<file path="config.mk">
export PLATFORM = sky130hd
export DESIGN_NAME = uart_rx_sipo
export DESIGN_NICKNAME = d
export VERILOG_FILES = /design/src/rtl/uart_rx_sipo.sv
export SDC_FILE = /design/constraint.sdc
export NUM_CORES = 1
export LEC_CHECK = 0
export CORE_MARGIN = 2
export CORE_UTILIZATION = 32
export DETAILED_ROUTE_END_ITERATION = 7
export DONT_BUFFER_PORTS = 1
export PLACE_DENSITY = 0.54
export SLEW_MARGIN = 40
export SYNTH_ARGS = -nofsm -noshare
export SYNTH_HDL_FRONTEND = slang
export SYNTH_SLANG_ARGS = --single-unit
</file>
<file path="constraint.sdc">
create_clock -name baud_clk -period 1.9 [get_ports baud_clk]
set_clock_uncertainty 0.2 [all_clocks]
set_input_delay 0 -clock baud_clk [delete_from_list [all_inputs] [get_ports baud_clk]]
set_output_delay 0 -clock baud_clk [all_outputs]
set_load 0.1 [all_outputs]
</file>
<file path="src/rtl/uart_rx_sipo.sv">
// UART receive deserializer: 2-flop synchronizer, mid-bit sampling FSM, valid/ack holding register.
// Optional parity bit enabled by defining UART_RX_PARITY_EN.
module uart_rx_sipo #(
    parameter int OVERSAMPLE = 16,
    parameter int DATA_BITS  = 8,
    parameter int PARITY_ODD = 0
) (
    input  logic                 baud_clk,
    input  logic                 rst_n,
    input  logic                 rx_in,
    input  logic                 rx_ack,
    output logic [DATA_BITS-1:0] rx_data,
    output logic                 rx_valid,
    output logic                 rx_busy,
    output logic                 frame_err,
    output logic                 parity_err,
    output logic                 overrun_err
);
    localparam int OSW = $clog2(OVERSAMPLE);
    localparam int BCW = $clog2(DATA_BITS);
    localparam logic [OSW-1:0] OS_LAST  = OSW'(OVERSAMPLE - 1);
    localparam logic [OSW-1:0] OS_HALF  = OSW'(OVERSAMPLE / 2 - 1);
    localparam logic [BCW-1:0] BIT_LAST = BCW'(DATA_BITS - 1);

    typedef enum logic [2:0] {
        ST_IDLE    = 3'd0,
        ST_START   = 3'd1,
        ST_DATA    = 3'd2,
        ST_PARITY  = 3'd3,
        ST_STOP    = 3'd4,
        ST_WAIT_HI = 3'd5
    } state_t;

    state_t               state_q, state_d;
    logic                 sync1_q, sync2_q;
    logic [OSW-1:0]       os_cnt_q, os_cnt_d;
    logic [BCW-1:0]       bit_cnt_q, bit_cnt_d;
    logic [DATA_BITS-1:0] shreg_q, shreg_d;
    logic                 commit_q, commit_d;
    logic                 stop_err_q, stop_err_d;
    logic [DATA_BITS-1:0] rx_data_q, rx_data_d;
    logic                 rx_valid_q, rx_valid_d;
    logic                 rx_busy_q, rx_busy_d;
    logic                 frame_err_q, frame_err_d;
    logic                 parity_err_q, parity_err_d;
    logic                 overrun_err_q, overrun_err_d;
    logic                 par_err_s;
    logic                 rxs;

    assign rxs = sync2_q;

`ifdef UART_RX_PARITY_EN
    logic par_bit_q, par_bit_d;

    function automatic logic parity_of(input logic [DATA_BITS-1:0] d, input logic p);
        return (^d) ^ p;
    endfunction

    assign par_err_s = (parity_of(shreg_q, par_bit_q) != 1'(PARITY_ODD));
`else
    assign par_err_s = 1'b0;
`endif

    // Receive FSM next-state: counters, shift register and stop-bit status
    always_comb begin
        state_d    = state_q;
        os_cnt_d   = (os_cnt_q == OS_LAST) ? '0 : os_cnt_q + OSW'(1);
        bit_cnt_d  = bit_cnt_q;
        shreg_d    = shreg_q;
        commit_d   = 1'b0;
        stop_err_d = stop_err_q;
`ifdef UART_RX_PARITY_EN
        par_bit_d  = par_bit_q;
`endif
        case (state_q)
            ST_IDLE: begin
                os_cnt_d = '0;
                if (!rxs) begin
                    state_d = ST_START;
                end else begin
                    state_d = ST_IDLE;
                end
            end
            ST_START: begin
                if (os_cnt_q == OS_HALF) begin
                    os_cnt_d  = '0;
                    bit_cnt_d = '0;
                    state_d   = rxs ? ST_IDLE : ST_DATA;
                end else begin
                    state_d = ST_START;
                end
            end
            ST_DATA: begin
                if (os_cnt_q == OS_LAST) begin
                    shreg_d = {rxs, shreg_q[DATA_BITS-1:1]};
                    if (bit_cnt_q == BIT_LAST) begin
                        bit_cnt_d = '0;
`ifdef UART_RX_PARITY_EN
                        state_d   = ST_PARITY;
`else
                        state_d   = ST_STOP;
`endif
                    end else begin
                        bit_cnt_d = bit_cnt_q + BCW'(1);
                    end
                end else begin
                    state_d = ST_DATA;
                end
            end
            ST_PARITY: begin
                if (os_cnt_q == OS_LAST) begin
`ifdef UART_RX_PARITY_EN
                    par_bit_d = rxs;
`endif
                    state_d = ST_STOP;
                end else begin
                    state_d = ST_PARITY;
                end
            end
            ST_STOP: begin
                // Leaving at mid stop bit keeps the next start edge in reach
                if (os_cnt_q == OS_LAST) begin
                    commit_d   = 1'b1;
                    stop_err_d = ~rxs;
                    state_d    = rxs ? ST_IDLE : ST_WAIT_HI;
                end else begin
                    state_d = ST_STOP;
                end
            end
            ST_WAIT_HI: begin
                os_cnt_d = '0;
                if (rxs) begin
                    state_d = ST_IDLE;
                end else begin
                    state_d = ST_WAIT_HI;
                end
            end
            default: begin
                os_cnt_d = '0;
                state_d  = ST_IDLE;
            end
        endcase
    end

    // Host holding register: commit, overrun and ack handling
    always_comb begin
        rx_data_d     = rx_data_q;
        rx_valid_d    = rx_valid_q;
        frame_err_d   = frame_err_q;
        parity_err_d  = parity_err_q;
        overrun_err_d = overrun_err_q;
        rx_busy_d     = (state_d != ST_IDLE);
        if (commit_q) begin
            if (!rx_valid_q || rx_ack) begin
                rx_data_d     = shreg_q;
                rx_valid_d    = 1'b1;
                frame_err_d   = stop_err_q;
                parity_err_d  = par_err_s;
                overrun_err_d = 1'b0;
            end else begin
                overrun_err_d = 1'b1;
            end
        end else if (rx_ack && rx_valid_q) begin
            rx_valid_d    = 1'b0;
            frame_err_d   = 1'b0;
            parity_err_d  = 1'b0;
            overrun_err_d = 1'b0;
        end else begin
            rx_valid_d = rx_valid_q;
        end
    end

    // State and output registers; synchronizer presets to idle-high
    always_ff @(posedge baud_clk or negedge rst_n) begin
        if (!rst_n) begin
            sync1_q       <= 1'b1;
            sync2_q       <= 1'b1;
            state_q       <= ST_IDLE;
            os_cnt_q      <= '0;
            bit_cnt_q     <= '0;
            shreg_q       <= '0;
            commit_q      <= 1'b0;
            stop_err_q    <= 1'b0;
            rx_data_q     <= '0;
            rx_valid_q    <= 1'b0;
            rx_busy_q     <= 1'b0;
            frame_err_q   <= 1'b0;
            parity_err_q  <= 1'b0;
            overrun_err_q <= 1'b0;
`ifdef UART_RX_PARITY_EN
            par_bit_q     <= 1'b0;
`endif
        end else begin
            sync1_q       <= rx_in;
            sync2_q       <= sync1_q;
            state_q       <= state_d;
            os_cnt_q      <= os_cnt_d;
            bit_cnt_q     <= bit_cnt_d;
            shreg_q       <= shreg_d;
            commit_q      <= commit_d;
            stop_err_q    <= stop_err_d;
            rx_data_q     <= rx_data_d;
            rx_valid_q    <= rx_valid_d;
            rx_busy_q     <= rx_busy_d;
            frame_err_q   <= frame_err_d;
            parity_err_q  <= parity_err_d;
            overrun_err_q <= overrun_err_d;
`ifdef UART_RX_PARITY_EN
            par_bit_q     <= par_bit_d;
`endif
        end
    end

    assign rx_data     = rx_data_q;
    assign rx_valid    = rx_valid_q;
    assign rx_busy     = rx_busy_q;
    assign frame_err   = frame_err_q;
    assign parity_err  = parity_err_q;
    assign overrun_err = overrun_err_q;
endmodule
</file>
== Yosys cells after proc, flatten, opt, wreduce, memory -nomap -nowiden ==
Index checks and enable logic that the tools add are counted.
Word-level totals
  input port bits: 4
  bits in registers: 35
  word-level logic and storage cells: 68
  output and inout bits: 13
Operators by class
  $add $sub $neg: 2
  bitwise gates (word level): 1
  reduce and logical (&&, ||, !) cells: 13
  eq/ne operators: 11
  mux-type cells: 27
Operators by type and width (number)
  $mux W3: 8
  $pmux W3 S6: 1
  $mux W1: 12
  $eq A3 B3 Y1 const B: 3
  $mux W4: 2
  $pmux W4 S2: 1
  $reduce_and A2 Y1: 4
  $eq A3 B2 Y1 const B: 2
  $pmux W3 S2: 1
  $add A4 B1 Y4 const B: 1
  $eq A4 B3 Y1 const B: 1
  $eq A4 B4 Y1 const B: 1
  $mux W2: 2
  $ne A2 B2 Y1 const B: 2
  $reduce_bool A2 Y1: 2
  $add A3 B1 Y3 const B: 1
  $eq A3 B1 Y1 const B: 1
  $logic_not A3 Y1: 1
  $reduce_and A3 Y1: 1
  $reduce_bool A3 Y1: 1
  $reduce_or A3 Y1: 1
  $ne A2 B1 Y1 const B: 1
  $logic_and A1 B1 Y1: 1
  $logic_not A1 Y1: 1
  2 further kinds: 2

== Longest topological paths before layout ==
Gate-level depths: netlist of the first run.
  depth in word-level cells: 5
  depth in mapped cells: 5

== Worst setup path after synthesis of the first run ==
OpenSTA, ideal clock, no wires.
  path kind: register to register
  start: register rx_valid_q, in the netlist rx_valid
  end: register rx_data_q[0], in the netlist rx_data[0]
  setup slack: -166 ps
  cell stages (with the launch flop): 4
  arrival: 1741 ps
  data required time: 1574 ps
  clock period less this slack: 2066 ps
  setup time: 126 ps
  cells stage by stage: dfrtp_1 > nand2b_1 > nand2_1 > mux2_2
On the way
  word-level cells in the longest chain between the ends: 3
Ends and longest elaborated chain
  from (decl): RTL line 42  | logic rx_valid_q, rx_valid_d;
  from (signal assigned): RTL line 203  | rx_valid_q <= rx_valid_d;
  $logic_not A1 Y1: RTL line 154  | if (!rx_valid_q || rx_ack) begin
  $logic_or A1 B1 Y1: RTL line 154
  $reduce_and A2 Y1 (no source line)
  to (signal assigned): RTL line 202  | rx_data_q <= rx_data_d;
  to (decl): RTL line 41  | logic [DATA_BITS-1:0] rx_data_q, rx_data_d;
Every way passes these cells.
A chain may end at the register's enable or synchronous reset.

== Worst setup path in the final report of the first run ==
  start: register state_q[0]
  end: register bit_cnt_q[0]
On the way
  word-level cells in the longest chain between the ends: 3
  elaborated cells on any way between the ends: 7
  those cells by class: eq/ne: 4; mux: 1; reduce/logical: 2
Ends and longest elaborated chain
  from (decl): RTL line 34  | state_t state_q, state_d;
  from (signal assigned): RTL line 196  | state_q <= state_d;
  $eq A3 B2 Y1 or $eq A3 B1 Y1 (tied branches): RTL line 75  | case (state_q)
  $ne A2 B2 Y1 (no source line) or $reduce_bool A2 Y1 (tied branches)
  $reduce_and A3 Y1 (no source line)
  to (signal assigned): RTL line 198  | bit_cnt_q <= bit_cnt_d;
  to (decl): RTL line 37  | logic [BCW-1:0] bit_cnt_q, bit_cnt_d;
Parallel ways exist; a longest one is shown, timed or not.

==> summary.json, run 1 <==
{
  "critical_path": {
    "reg2reg_path_depth": 3,
    "setup.worst_path.end_class": "flip-flop",
    "crit-reg2reg-capture": "bit_cnt_q[0]$_DFFE_PN0P_",
    "timing.critical_path.required_ps": 1870,
    "worst-setup-path-type": "reg -> reg",
    "r2r_setup_slack_ps": 100,
    "cp.arrival_ps": 1770,
    "worst_setup_path_start_kind": "flip-flop",
    "critical_path.reg2reg.startpoint": "state_q[0]$_DFF_PN0_",
    "crit_path_max_fanout": 6
  },
  "place": {
    "place_hpwl_um": 1960,
    "dpl_worst_slack_ps": 74.6,
    "numPortBuffers": 0,
    "place.gp.congestion": 0.779
  },
  "grt": {
    "grt_usage_pct": 11.9,
    "gr-total-overflow": 0,
    "antenna_violations_before_repair": 0,
    "grt_max_degree": 33,
    "grt_pass1_wl_um": 4840,
    "first_global_vias": 1044
  },
  "power": {
    "vdd_ir_drop_max_v": 0.000597,
    "final_total_power_mw": 2.14,
    "power_per_cell_area_nw_per_um2": 1130,
    "power_leakage_nw": 0.917
  },
  "detailed_routing": {
    "drt_iter0_markers": 44,
    "drt.antenna.violating_nets": 0,
    "wl_per_cell_um": 14.2,
    "dr_total_vias": 1055,
    "routed_wirelength_um": 2870,
    "drt_pass1_iterations": 4,
    "post-route-drc-count": 0,
    "vias_per_cell": 5.22
  },
  "clock_tree": {
    "h-tree-depth": 2,
    "postCtsSetupBuffers": 0,
    "cts-root-to-sink-buffers": 2,
    "numClockSinks": 34,
    "clock_latency_ps": 290,
    "cts_root_buffer": "sky130_fd_sc_hd__clkbuf_8",
    "tritoncts.num_buffers": 5,
    "cts_tree": "built",
    "cts.reportedPaths.clkPinSlew_ps": 80
  },
  "finish": {
    "final_net_count": 154,
    "multi_input_area_um2": 636,
    "seq_area_um2": 855,
    "layout-area-overhead-vs-synth_pct": 22.1,
    "antenna-diode-count": 0,
    "n_fill_cell": 425,
    "layout-drive-gt1-share_pct": 34.5
  },
  "sta": {
    "rsz_0062_raised_after_global_routing": "false",
    "final_min_period_over_clock_period_pct": 94.7,
    "maxClockFrequency_ghz": 0.556,
    "setup_tns_ps": 0,
    "timing.final.setup_violations": 0,
    "slack_of_the_critical_path_ps": 100,
    "period_needed_ps": 1800,
    "slew_viol_final": 0,
    "final_hold_viol_count": 0
  },
  "worst_hold_path": {
    "worstHoldPathType": "in -> async"
  },
  "synth": {
    "ys_async_sr_fraction_pct": 100,
    "syn-instance-count": 126,
    "number_of_warning_messages_in_the_yosys_log": 0,
    "synthDistinctLibCells": 37,
    "syn_nets": 133,
    "seq_area_frac_synth_pct": 55.1,
    "ys_ff_latch": 34,
    "synth-main-ff-cell": "sky130_fd_sc_hd__dfrtp_1",
    "synthesis.area_um2": 1550,
    "synth_enable_flop_cells": 0,
    "syn-mean-instance-area_um2": 12.3
  },
  "floorplanning": {
    "area_of_the_die_um2": 5410,
    "dieWidth_um": 73.6,
    "initial_utilization_pct": 33.0,
    "std_cell_rows": 25,
    "top_level_ports": 17,
    "design.core.area_um2": 4690,
    "die_height_um": 73.6
  },
  "run_status": {
    "run_status": "completed"
  },
  "run": {
    "cap_viol_max_count": 0
  }
}
==> flip-flops by register name, indices dropped and copies added (netlist names), 3 cells and up <==
name,count
rx_data,8
shreg_q,8
os_cnt_q,4
bit_cnt_q,3
state_q,3
==> cell families after synthesis <==
group | count (synthesis) | synth area share, %
adders and majority gates | 3 | 2.42
AOI/OAI and AO/OA | 21 | 10.4
and+or+nand+nor | 30 | 10.7
buffers and inverters | 13 | 4.04
muxes | 23 | 16.5
DFF | 34 | 55.1
other | 1 | 0.242
xor gates and xnor gates | 1 | 0.566
==> synthesized netlist by cell type, drive strengths merged (3+ instances only) <==
cell | count | area share (%)
a31oi | 4 | 1.6
and3 | 4 | 1.6
buf | 4 | 1.9
clkbuf | 5 | 1.2
dfrtp | 32 | 52
ha | 3 | 2.4
inv | 4 | 0.97
mux2 | 20 | 15
mux2i | 3 | 1.9
nand2 | 5 | 1.2
nand2b | 4 | 1.6
nand3 | 4 | 1.3
nor2 | 4 | 0.97
nor3 | 3 | 0.97
o21ai | 4 | 1.3
==> what timing repair did <==
item | CTS | global route
setup endpoints to repair | 0 | 6
hold endpoints to repair | 38 | 0
resized for setup | 0 | 1
hold buffers | 5 | 0
==> per-stage QoR <==
stage / area (µm²) / std cells / util [%] / hold WS, ps
2_1_floorplan: 1550 / 126 / - / -496
3_3_place_gp: 1710 / 189 / 36.3 / -495
3_5_place_dp: 1710 / 189 / 36.3 / -495
4_1_cts: 1890 / 202 / 40.3 / 51.0
5_1_grt: 1890 / 202 / 40.3 / 36.8
6_report: 1890 / 202 / 40.3 / 56.6
==> final cells by class <==
type                       instances  share of cell area (%)
clock buffer                       5                    3.64
clock inverter                     3                    2.38
inverter                           4                   0.794
multi-input combinational         79                    33.6
sequential                        34                    45.2
tap                               54                    3.57
timing repair buffer              23                    10.8
==> cells in the final DEF (no fill, tap or decap), types with 2 or more instances in the layout <==
cell type                       instances
sky130_fd_sc_hd__ha_1                   2
sky130_fd_sc_hd__o221ai_1               2
sky130_fd_sc_hd__clkbuf_8               5
sky130_fd_sc_hd__inv_1                  4
sky130_fd_sc_hd__mux2i_1                3
sky130_fd_sc_hd__a31oi_1                4
sky130_fd_sc_hd__nand2_1                5
sky130_fd_sc_hd__nand3_1                4
sky130_fd_sc_hd__nor3_1                 3
sky130_fd_sc_hd__nand2b_1               4
sky130_fd_sc_hd__dfrtp_1               31
sky130_fd_sc_hd__o21a_1                 2
sky130_fd_sc_hd__and3_1                 4
sky130_fd_sc_hd__nor2_1                 4
sky130_fd_sc_hd__buf_4                 18
sky130_fd_sc_hd__mux2_2                17
sky130_fd_sc_hd__dfstp_2                2
sky130_fd_sc_hd__o21ai_0                4
sky130_fd_sc_hd__mux2_1                 3
sky130_fd_sc_hd__buf_12                 2
sky130_fd_sc_hd__dlygate4sd3_1          3
sky130_fd_sc_hd__clkinvlp_4             2
sky130_fd_sc_hd__nor2b_1                2
==> worst max path at each step <==
stage                               start                  endpoint
floorplan           os_cnt_q[0]$_DFF_PN0_    shreg_q[0]$_DFFE_PN0P_
global placement    os_cnt_q[0]$_DFF_PN0_    shreg_q[3]$_DFFE_PN0P_
detailed placement  os_cnt_q[0]$_DFF_PN0_    shreg_q[2]$_DFFE_PN0P_
CTS                 os_cnt_q[0]$_DFF_PN0_    shreg_q[1]$_DFFE_PN0P_
global route         state_q[0]$_DFF_PN0_  bit_cnt_q[2]$_DFFE_PN0P_
finish               state_q[0]$_DFF_PN0_  bit_cnt_q[0]$_DFFE_PN0P_
==> per-layer routing <==
layer	wire, µm	share of wire (%)	up-vias	global-route usage [%]
met5	0	0	-	0
met4	37	1.3	0	4.24
met3	105	3.7	5	4.94
met2	1420	50	18	18.7
met1	1300	45	533	14.6
li1	-	-	499	-
==> critical path, stage by stage (launching register included) <==
cell                       delay [ps]
sky130_fd_sc_hd__dfrtp_1          410
sky130_fd_sc_hd__or3b_4           410
sky130_fd_sc_hd__a211oi_4         310
sky130_fd_sc_hd__mux2_1           350
==> power breakdown <==
part           internal (mW)  total (mW)  switching, mW
combinational          0.247       0.592          0.346
sequential             0.807       0.888         0.0810
clock                  0.390       0.658          0.268
total                   1.44        2.14          0.694
Power figures use the tool's default switching activity.
==> run 2, diff against run 1 <==
- clock period: 1.9 -> 1.65 ns (I/O delays scaled with it)
==> run 2 against run 1 <==
Compared with the run above: the flow now finishes with violations (setup timing); count of clock-buffer cells in the layout is 2 higher; largest power group unchanged; global-route usage is 0.39 points higher; clock power is 6.1% lower; hold slack better by 22 ps; worst setup slack worse by 230 ps; critical endpoint unchanged; die area stayed put; final cell count is 5.0% higher; combinational power is 61% higher; sequential power is 14% higher; sequential share of layout area is 2.8 points lower.
==> summary.json, run 2 (synthesis gave the netlist of run 1 again) <==
{
  "grt": {
    "antenna_violations_before_repair": {"value": 0, "change": "unchanged"},
    "grt_pass1_wl": {"value": 5020, "unit": "µm", "change": "was 4840 µm"},
    "gr-total-overflow": {"value": 0, "change": "unchanged"},
    "first_global_vias": {"value": 1101, "change": "was 1,044"},
    "grt_max_degree": {"value": 35, "change": "was 33"},
    "grt_usage": {"value": 12.2, "unit": "%", "change": "was 11.9%"}
  },
  "place": {
    "place_hpwl": {"value": 2030, "unit": "µm", "change": "was 1960 µm"},
    "numPortBuffers": {"value": 0, "change": "unchanged"},
    "dpl_worst_slack": {"value": -86.0, "unit": "ps", "change": "was 74.6 ps"},
    "place.gp.congestion": {"value": 0.771, "change": "was 0.779"}
  },
  "detailed_routing": {
    "met3_length": {"value": 90, "unit": "µm", "change": "was 105 µm"},
    "routed_wirelength": {"value": 2880, "unit": "µm", "change": "was 2870 µm"},
    "wl_per_cell": {"value": 13.6, "unit": "µm", "change": "was 14.2 µm"},
    "drt_iter0_markers": {"value": 21, "change": "was 44"},
    "post-route-drc-count": {"value": 0, "change": "unchanged"},
    "dr_total_vias": {"value": 1052, "change": "was 1,055"},
    "vias_per_cell": {"value": 4.96, "change": "was 5.22"},
    "highest-signal-layer": {"value": "met3", "change": "was met4"},
    "detail_route.wirelength.met1": {"value": 1310, "unit": "µm", "change": "was 1300 µm"},
    "drt.antenna.violating_nets": {"value": 0, "change": "unchanged"},
    "drt_pass1_iterations": {"value": 4, "change": "unchanged"},
    "dr_wl_met2": {"value": 1480, "unit": "µm", "change": "was 1420 µm"}
  },
  "finish": {
    "layout.cells.most_common": {"value": "sky130_fd_sc_hd__dfrtp_1", "change": "unchanged"},
    "seq_area": {"value": 857, "unit": "µm²", "change": "was 855 µm²"},
    "n_fill_cell": {"value": 455, "change": "was 425"},
    "most_frequent_cells_in_the_layout": {"value": "sky130_fd_sc_hd__dfrtp_1, sky130_fd_sc_hd__buf_4, sky130_fd_sc_hd__mux2_2", "change": "unchanged"},
    "layout-drive-gt1-share": {"value": 44.3, "unit": "%", "change": "was 34.5%"},
    "final_net_count": {"value": 164, "change": "was 154"},
    "multi_input_area": {"value": 707, "unit": "µm²", "change": "was 636 µm²"},
    "layout-area-overhead-vs-synth": {"value": 30.5, "unit": "%", "change": "was 22.1%"},
    "antenna-diode-count": {"value": 0, "change": "unchanged"}
  },
  "run_status": {
    "run_status": {"value": "finished with violations", "change": "was completed"},
    "violations": "setup timing"
  },
  "floorplanning": {
    "dieWidth": {"value": 73.6, "unit": "µm", "change": "unchanged"},
    "top_level_ports": {"value": 17, "change": "unchanged"},
    "area_of_the_die": {"value": 5410, "unit": "µm²", "change": "unchanged"},
    "die_height": {"value": 73.6, "unit": "µm", "change": "unchanged"},
    "design.core.area": {"value": 4690, "unit": "µm²", "change": "unchanged"},
    "std_cell_rows": {"value": 25, "change": "unchanged"},
    "initial_utilization": {"value": 33.0, "unit": "%", "change": "unchanged"}
  },
  "critical_path": {
    "timing.critical_path.slowest_stage_cell": {"value": "sky130_fd_sc_hd__or3b_4", "change": "was sky130_fd_sc_hd__dfrtp_1"},
    "path_buf_inv": {"value": 0, "change": "unchanged"},
    "critPathLaunch": {"value": "state_q[1]$_DFF_PN0_", "change": "was state_q[0]$_DFF_PN0_"},
    "worst_setup_path_start_kind": {"value": "flip-flop", "change": "unchanged"},
    "cp.depth": {"value": 3, "change": "unchanged"},
    "cp_top_family": {"value": "simple AND/OR/NAND/NOR gates", "change": "was flip-flops"},
    "critical_path.reg2reg.startpoint": {"value": "state_q[1]$_DFF_PN0_", "change": "was state_q[0]$_DFF_PN0_"},
    "setup.worst_path.end_class": {"value": "flip-flop", "change": "unchanged"},
    "crit_path_max_fanout": {"value": 3, "change": "was 6"},
    "timing.critical_path.cells": {"value": "or3b_4 > a211oi_4 > mux2_4", "change": "was or3b_4 > a211oi_4 > mux2_1"},
    "worst-setup-path-type": {"value": "reg -> reg", "change": "unchanged"},
    "reg2reg_path_depth": {"value": 3, "change": "unchanged"},
    "cp.arrival": {"value": 1740, "unit": "ps", "change": "was 1770 ps"},
    "critical_path.max_stage_delay": {"value": 400, "unit": "ps", "change": "was 410 ps"},
    "timing.critical_path.required": {"value": 1620, "unit": "ps", "change": "was 1870 ps"}
  },
  "sta": {
    "hold_slack": {"value": 78.7, "unit": "ps", "change": "was 56.6 ps"},
    "final_min_period_over_clock_period": {"value": 108, "unit": "%", "change": "was 94.7%"},
    "period_needed": {"value": 1780, "unit": "ps", "change": "was 1800 ps"},
    "timing.final.setup_violations": {"value": 3, "change": "was 0"},
    "setup_tns": {"value": -383, "unit": "ps", "change": "was 0 ps"},
    "slack_of_the_critical_path": {"value": -129, "unit": "ps", "change": "was 100 ps"},
    "final_hold_viol_count": {"value": 0, "change": "unchanged"},
    "rsz_0062_raised_after_global_routing": {"value": "true", "change": "was false"},
    "slew_viol_final": {"value": 0, "change": "unchanged"},
    "maxClockFrequency": {"value": 0.562, "unit": "GHz", "change": "was 0.556 GHz"}
  },
  "worst_hold_path": {
    "worstHoldPathCells": 1,
    "hold_sp": "rx_in",
    "worstHoldPathType": {"value": "in -> reg", "change": "was in -> async"}
  },
  "power": {
    "power_leakage": {"value": 0.964, "unit": "nW", "change": "was 0.917 nW"},
    "vdd_ir_drop_max": {"value": 0.000485, "unit": "V", "change": "was 0.000597 V"},
    "final_total_power": {"value": 2.58, "unit": "mW", "change": "was 2.14 mW"},
    "power_per_cell_area": {"value": 1270, "unit": "nW/µm²", "change": "was 1130 nW/µm²"}
  },
  "clock_tree": {
    "cts_tree": {"value": "built", "change": "unchanged"},
    "numClockSinks": {"value": 34, "change": "unchanged"},
    "tritoncts.num_buffers": {"value": 5, "change": "unchanged"},
    "h-tree-depth": {"value": 2, "change": "unchanged"},
    "cts.reportedPaths.clkPinSlew": {"value": 70, "unit": "ps", "change": "was 80 ps"},
    "cts-root-to-sink-buffers": {"value": 2, "change": "unchanged"},
    "cts_root_buffer": {"value": "sky130_fd_sc_hd__clkbuf_8", "change": "unchanged"},
    "clock_latency": {"value": 280, "unit": "ps", "change": "was 290 ps"}
  },
  "run": {
    "cap_viol_max_count": {"value": 0, "change": "unchanged"}
  }
}
-- run 2: changes by cell type in the layout (fill, tap and decap cells not counted), sizes merged --
cell         before  now
buf              20   29
bufinv            1    0
clkinv            0    1
clkinvlp          2    0
dlygate4sd3       3    4
clkbuf            5    7
-- run 2: path summary, 6_finish.rpt --
path,slack [ps],end
hold reg to reg,160,rxs$_DFF_PN1_
setup / recovery,-130,bit_cnt_q[0]$_DFFE_PN0P_
min in group asynchronous,530,bit_cnt_q[2]$_DFFE_PN0P_
setup reg to reg,-130,bit_cnt_q[0]$_DFFE_PN0P_
max in group asynchronous,460,rxs$_DFF_PN1_
hold / removal,80,sync1_q$_DFF_PN1_
-- run 2: per-stage QoR --
stage                     cell area [µm²]  std cells  utilization [%]
final                                2020        212             43.1
after global routing                 2020        212             43.1
after CTS                            1960        210             41.8
after detailed placement             1800        197             38.3
after global placement               1800        197             38.3
after floorplan                      1570        126                -
-- run 2: per-layer routing --
layer,up-vias,track usage [%]
li1,513,-
met1,524,14.6
met2,15,20.5
met3,0,4.53
met4,0,3.64
met5,-,0
-- run 2: cell type report --
| type | count | area share (%) |
|---|---|---|
| sequential | 34 | 42.4 |
| multi-input combinational | 79 | 35.0 |
| timing repair buffer | 33 | 14.0 |
| clock buffer | 7 | 4.27 |
| tap | 54 | 3.34 |
| inverter | 4 | 0.743 |
| clock inverter | 1 | 0.248 |
-- run 2: repair_timing --
item | 4_1_cts | 5_1_grt
endpoints found under the hold margin | 38 | 0
hold buffers | 5 | 0
pin swaps | 0 | 2
setup endpoints to repair | 12 | 16
gates resized for setup | 4 | 8
buffers inserted | 0 | 2
-- run 2: power breakdown --
group          internal (mW)  leakage (nW)  switching [mW]
logic                  0.454         0.477           0.499
registers              0.930         0.438          0.0753
clock network          0.336        0.0482           0.281
total                   1.72         0.964           0.855
==> run 3, diff against run 2 <==
--- a/config.mk
+++ b/config.mk
@@ -7,8 +7,8 @@
 export LEC_CHECK = 0
 export CORE_MARGIN = 2
-export CORE_UTILIZATION = 32
+export CORE_UTILIZATION = 44
 export DETAILED_ROUTE_END_ITERATION = 7
 export DONT_BUFFER_PORTS = 1
-export PLACE_DENSITY = 0.54
+export PLACE_DENSITY = 0.68
 export SLEW_MARGIN = 40
 export SYNTH_ARGS = -nofsm -noshare
==> constraint.sdc (replaced) <==
create_clock -name baud_clk -period 1.65 [get_ports baud_clk]
set_clock_uncertainty 0.2 [all_clocks]
set_input_delay 0.2475 -clock baud_clk [delete_from_list [all_inputs] [get_ports baud_clk]]
set_output_delay 0.2475 -clock baud_clk [all_outputs]
set_load 0.1 [all_outputs]
==> run 3 against run 2 <==
Compared with the run above: the run still ends with setup timing left; worst setup slack better by 43 ps; hold slack better by 69 ps; fmax rose by 2.5%; sequential share of layout area rose by 0.18 points; highest routed layer is now met4; routed wire length grew 0.38%; combinational power shrank 11%; largest power group unchanged.
==> summary.json, run 3 (synthesis gave the netlist of run 1 again) <==
{
  "clock_tree": {
    "numClockSinks": {"value": 34, "change": "unchanged"},
    "tritoncts.num_buffers": {"value": 5, "change": "unchanged"},
    "postCtsSetupBuffers": {"value": 0, "change": "unchanged"},
    "cts.reportedPaths.clkPinSlew": {"value": 100, "unit": "ps", "change": "was 70 ps"},
    "h-tree-depth": {"value": 2, "change": "unchanged"},
    "cts-root-to-sink-buffers": {"value": 2, "change": "unchanged"},
    "clock_latency": {"value": 340, "unit": "ps", "change": "was 280 ps"},
    "cts_root_buffer": {"value": "sky130_fd_sc_hd__clkbuf_4", "change": "was sky130_fd_sc_hd__clkbuf_8"},
    "cts_tree": {"value": "built", "change": "unchanged"}
  },
  "floorplanning": {
    "design.core.area": {"value": 3360, "unit": "µm²", "change": "was 4690 µm²"},
    "dieWidth": {"value": 63.3, "unit": "µm", "change": "was 73.6 µm"},
    "std_cell_rows": {"value": 21, "change": "was 25"},
    "area_of_the_die": {"value": 4010, "unit": "µm²", "change": "was 5410 µm²"},
    "die_height": {"value": 63.3, "unit": "µm", "change": "was 73.6 µm"},
    "top_level_ports": {"value": 17, "change": "unchanged"},
    "initial_utilization": {"value": 46.1, "unit": "%", "change": "was 33.0%"}
  },
  "detailed_routing": {
    "drt_iter0_markers": {"value": 73, "change": "was 21"},
    "dr_total_vias": {"value": 1083, "change": "was 1,052"},
    "drt_pass1_iterations": {"value": 4, "change": "unchanged"},
    "drt.antenna.violating_nets": {"value": 0, "change": "unchanged"},
    "vias_per_cell": {"value": 5.44, "change": "was 4.96"},
    "routed_wirelength": {"value": 2890, "unit": "µm", "change": "was 2880 µm"},
    "wl_per_cell": {"value": 14.5, "unit": "µm", "change": "was 13.6 µm"},
    "post-route-drc-count": {"value": 0, "change": "unchanged"}
  },
  "place": {
    "place.gp.congestion": {"value": 0.799, "change": "was 0.771"},
    "numPortBuffers": {"value": 0, "change": "unchanged"},
    "place_hpwl": {"value": 2110, "unit": "µm", "change": "was 2030 µm"},
    "placedCellCount": {"value": 187, "change": "was 197"}
  },
  "power": {
    "power.share.sequential": {"value": 43.2, "unit": "%", "change": "was 39.0%"},
    "power_per_cell_area": {"value": 1160, "unit": "nW/µm²", "change": "was 1270 nW/µm²"},
    "internal_power": {"value": 1.52, "unit": "mW", "change": "was 1.72 mW"},
    "share_comb_of_total_power": {"value": 36.4, "unit": "%", "change": "was 37.0%"},
    "power_leakage": {"value": 0.948, "unit": "nW", "change": "was 0.964 nW"},
    "net_sw_power": {"value": 0.815, "unit": "mW", "change": "was 0.855 mW"},
    "swShare": {"value": 35.0, "unit": "%", "change": "was 33.2%"},
    "clock_power_share": {"value": 20.4, "unit": "%", "change": "was 24.0%"},
    "vdd_ir_drop_max": {"value": 0.000575, "unit": "V", "change": "was 0.000485 V"}
  },
  "finish": {
    "multi_input_area": {"value": 688, "unit": "µm²", "change": "was 707 µm²"},
    "utilization": {"value": 59.8, "unit": "%", "change": "was 43.1%"},
    "final_net_count": {"value": 159, "change": "was 164"},
    "n_fill_cell": {"value": 285, "change": "was 455"},
    "stdcell_count": {"value": 199, "change": "was 212"},
    "antenna-diode-count": {"value": 0, "change": "unchanged"},
    "layout.cells.most_common": {"value": "sky130_fd_sc_hd__dfrtp_1", "change": "unchanged"},
    "layout-area-overhead-vs-synth": {"value": 29.9, "unit": "%", "change": "was 30.5%"},
    "most_frequent_cells_in_the_layout": {"value": "sky130_fd_sc_hd__dfrtp_1, sky130_fd_sc_hd__mux2_2, sky130_fd_sc_hd__buf_4", "change": "was sky130_fd_sc_hd__dfrtp_1, sky130_fd_sc_hd__buf_4, sky130_fd_sc_hd__mux2_2"},
    "layout-drive-gt1-share": {"value": 40.5, "unit": "%", "change": "was 44.3%"},
    "seq_area": {"value": 857, "unit": "µm²", "change": "unchanged"}
  },
  "sta": {
    "maxClockFrequency": {"value": 0.576, "unit": "GHz", "change": "was 0.562 GHz"},
    "timing.final.setup_violations": {"value": 3, "change": "unchanged"},
    "final_hold_viol_count": {"value": 0, "change": "unchanged"},
    "slack_of_the_critical_path": {"value": -85.7, "unit": "ps", "change": "was -129 ps"},
    "final_min_period_over_clock_period": {"value": 105, "unit": "%", "change": "was 108%"},
    "rsz_0062_raised_after_global_routing": {"value": "true", "change": "unchanged"},
    "slew_viol_final": {"value": 0, "change": "unchanged"},
    "setup_tns": {"value": -239, "unit": "ps", "change": "was -383 ps"},
    "period_needed": {"value": 1740, "unit": "ps", "change": "was 1780 ps"}
  },
  "worst_hold_path": {
    "worstHoldPathType": {"value": "in -> async", "change": "was in -> reg"}
  },
  "grt": {
    "gr-total-overflow": {"value": 0, "change": "unchanged"},
    "global_route.usage.met1": {"value": 18.4, "unit": "%", "change": "was 14.6%"},
    "grt_use_met2": {"value": 28.3, "unit": "%", "change": "was 20.5%"},
    "antenna_violations_before_repair": {"value": 0, "change": "unchanged"},
    "grt.busiest_layer": {"value": "met2", "change": "unchanged"},
    "grt_usage": {"value": 16.7, "unit": "%", "change": "was 12.2%"},
    "first_global_vias": {"value": 1154, "change": "was 1,101"},
    "use_met3": {"value": 4.64, "unit": "%", "change": "was 4.53%"},
    "grt_max_degree": {"value": 35, "change": "unchanged"},
    "grt_pass1_wl": {"value": 5090, "unit": "µm", "change": "was 5020 µm"}
  },
  "critical_path": {
    "timing.critical_path.cells": {"value": "or3b_4 > a211oi_4 > mux2_1", "change": "was or3b_4 > a211oi_4 > mux2_4"},
    "timing.critical_path.required": {"value": 1680, "unit": "ps", "change": "was 1620 ps"},
    "timing.critical_path.slowest_stage_cell": {"value": "sky130_fd_sc_hd__or3b_4", "change": "unchanged"},
    "setup.worst_path.end_class": {"value": "flip-flop", "change": "unchanged"},
    "worst-setup-path-type": {"value": "reg -> reg", "change": "unchanged"},
    "crit_path_max_fanout": {"value": 3, "change": "unchanged"},
    "critical_path.max_stage_delay": {"value": 410, "unit": "ps", "change": "was 400 ps"},
    "cp.arrival": {"value": 1770, "unit": "ps", "change": "was 1740 ps"},
    "worst_setup_path_start_kind": {"value": "flip-flop", "change": "unchanged"}
  },
  "run_status": {
    "violations": {"value": "setup timing", "change": "unchanged"},
    "run_status": {"value": "finished with violations", "change": "unchanged"}
  },
  "run": {
    "cap_viol_max_count": {"value": 0, "change": "unchanged"}
  }
}
## run 3: cell types whose count changed in the layout (fill, tap and decap cells not counted), sizes merged
cell	previous run	this run
buf	29	25
dlygate4sd3	4	3
## run 3: through the flow
step	setup slack, ps	hold WS, ps	cell area [µm²]	total power [mW]
global placement	-34.4	-247	1860	1.73
CTS	-83.4	147	1980	2.29
global route	-128	157	2010	2.47
floorplan	-130	-248	1570	1.56
detailed placement	-69.7	-247	1860	1.78
finish	-85.7	148	2010	2.33
## run 3: final cells by class
class	count	share of cell area, %
clock inverter	1	0.249
multi-input combinational	79	34.2
inverter	4	0.746
clock buffer	7	2.74
timing repair buffer	28	16.6
tap	46	2.86
sequential	34	42.6
## run 3: path summary, 6_finish.rpt
kind | depth (start not counted) | start | slack, ps | end
setup / recovery | 3 | state_q[1]$_DFF_PN0_ | -90 | bit_cnt_q[1]$_DFFE_PN0P_
hold / removal | 2 | rst_n | 150 | bit_cnt_q[0]$_DFFE_PN0P_
setup reg to reg | 3 | state_q[1]$_DFF_PN0_ | -90 | bit_cnt_q[1]$_DFFE_PN0P_
hold reg to reg | 0 | sync1_q$_DFF_PN1_ | 160 | rxs$_DFF_PN1_
max in group asynchronous | 2 | rst_n | 850 | sync1_q$_DFF_PN1_
min in group baud_clk | 0 | sync1_q$_DFF_PN1_ | 160 | rxs$_DFF_PN1_
## run 3: repair_timing
action / 4_1_cts / 5_1_grt
gates cloned: 0 / 0
hold buffers: 4 / 0
resized for setup: 2 / 7
pin swaps: 0 / 0
hold endpoints to repair: 38 / 0
setup endpoints to repair: 11 / 16
## run 3: power groups by stage
stage	Clock [mW]	Sequential, mW	Combinational, mW
after floorplan	0	1.05	0.513
after global placement	0	1.01	0.729
after detailed placement	0	1.01	0.763
after CTS	0.487	0.998	0.808
after global routing	0.528	1.02	0.924
final	0.475	1.01	0.848
## run 3: critical path, delay by kind of cell (launching register included)
family             cells  cell delay, ps
AOI/OAI and AO/OA      1             270
DFF                    1             400
muxes                  1             350
and+or+nand+nor        1             410
## run 3: routing by layer
| layer | share of wire (%) | routed length, µm |
|---|---|---|
| met5 | 0 | 0 |
| met1 | 41 | 1190 |
| met4 | 2.6 | 76 |
| met2 | 51 | 1470 |
| met3 | 5.4 | 157 |
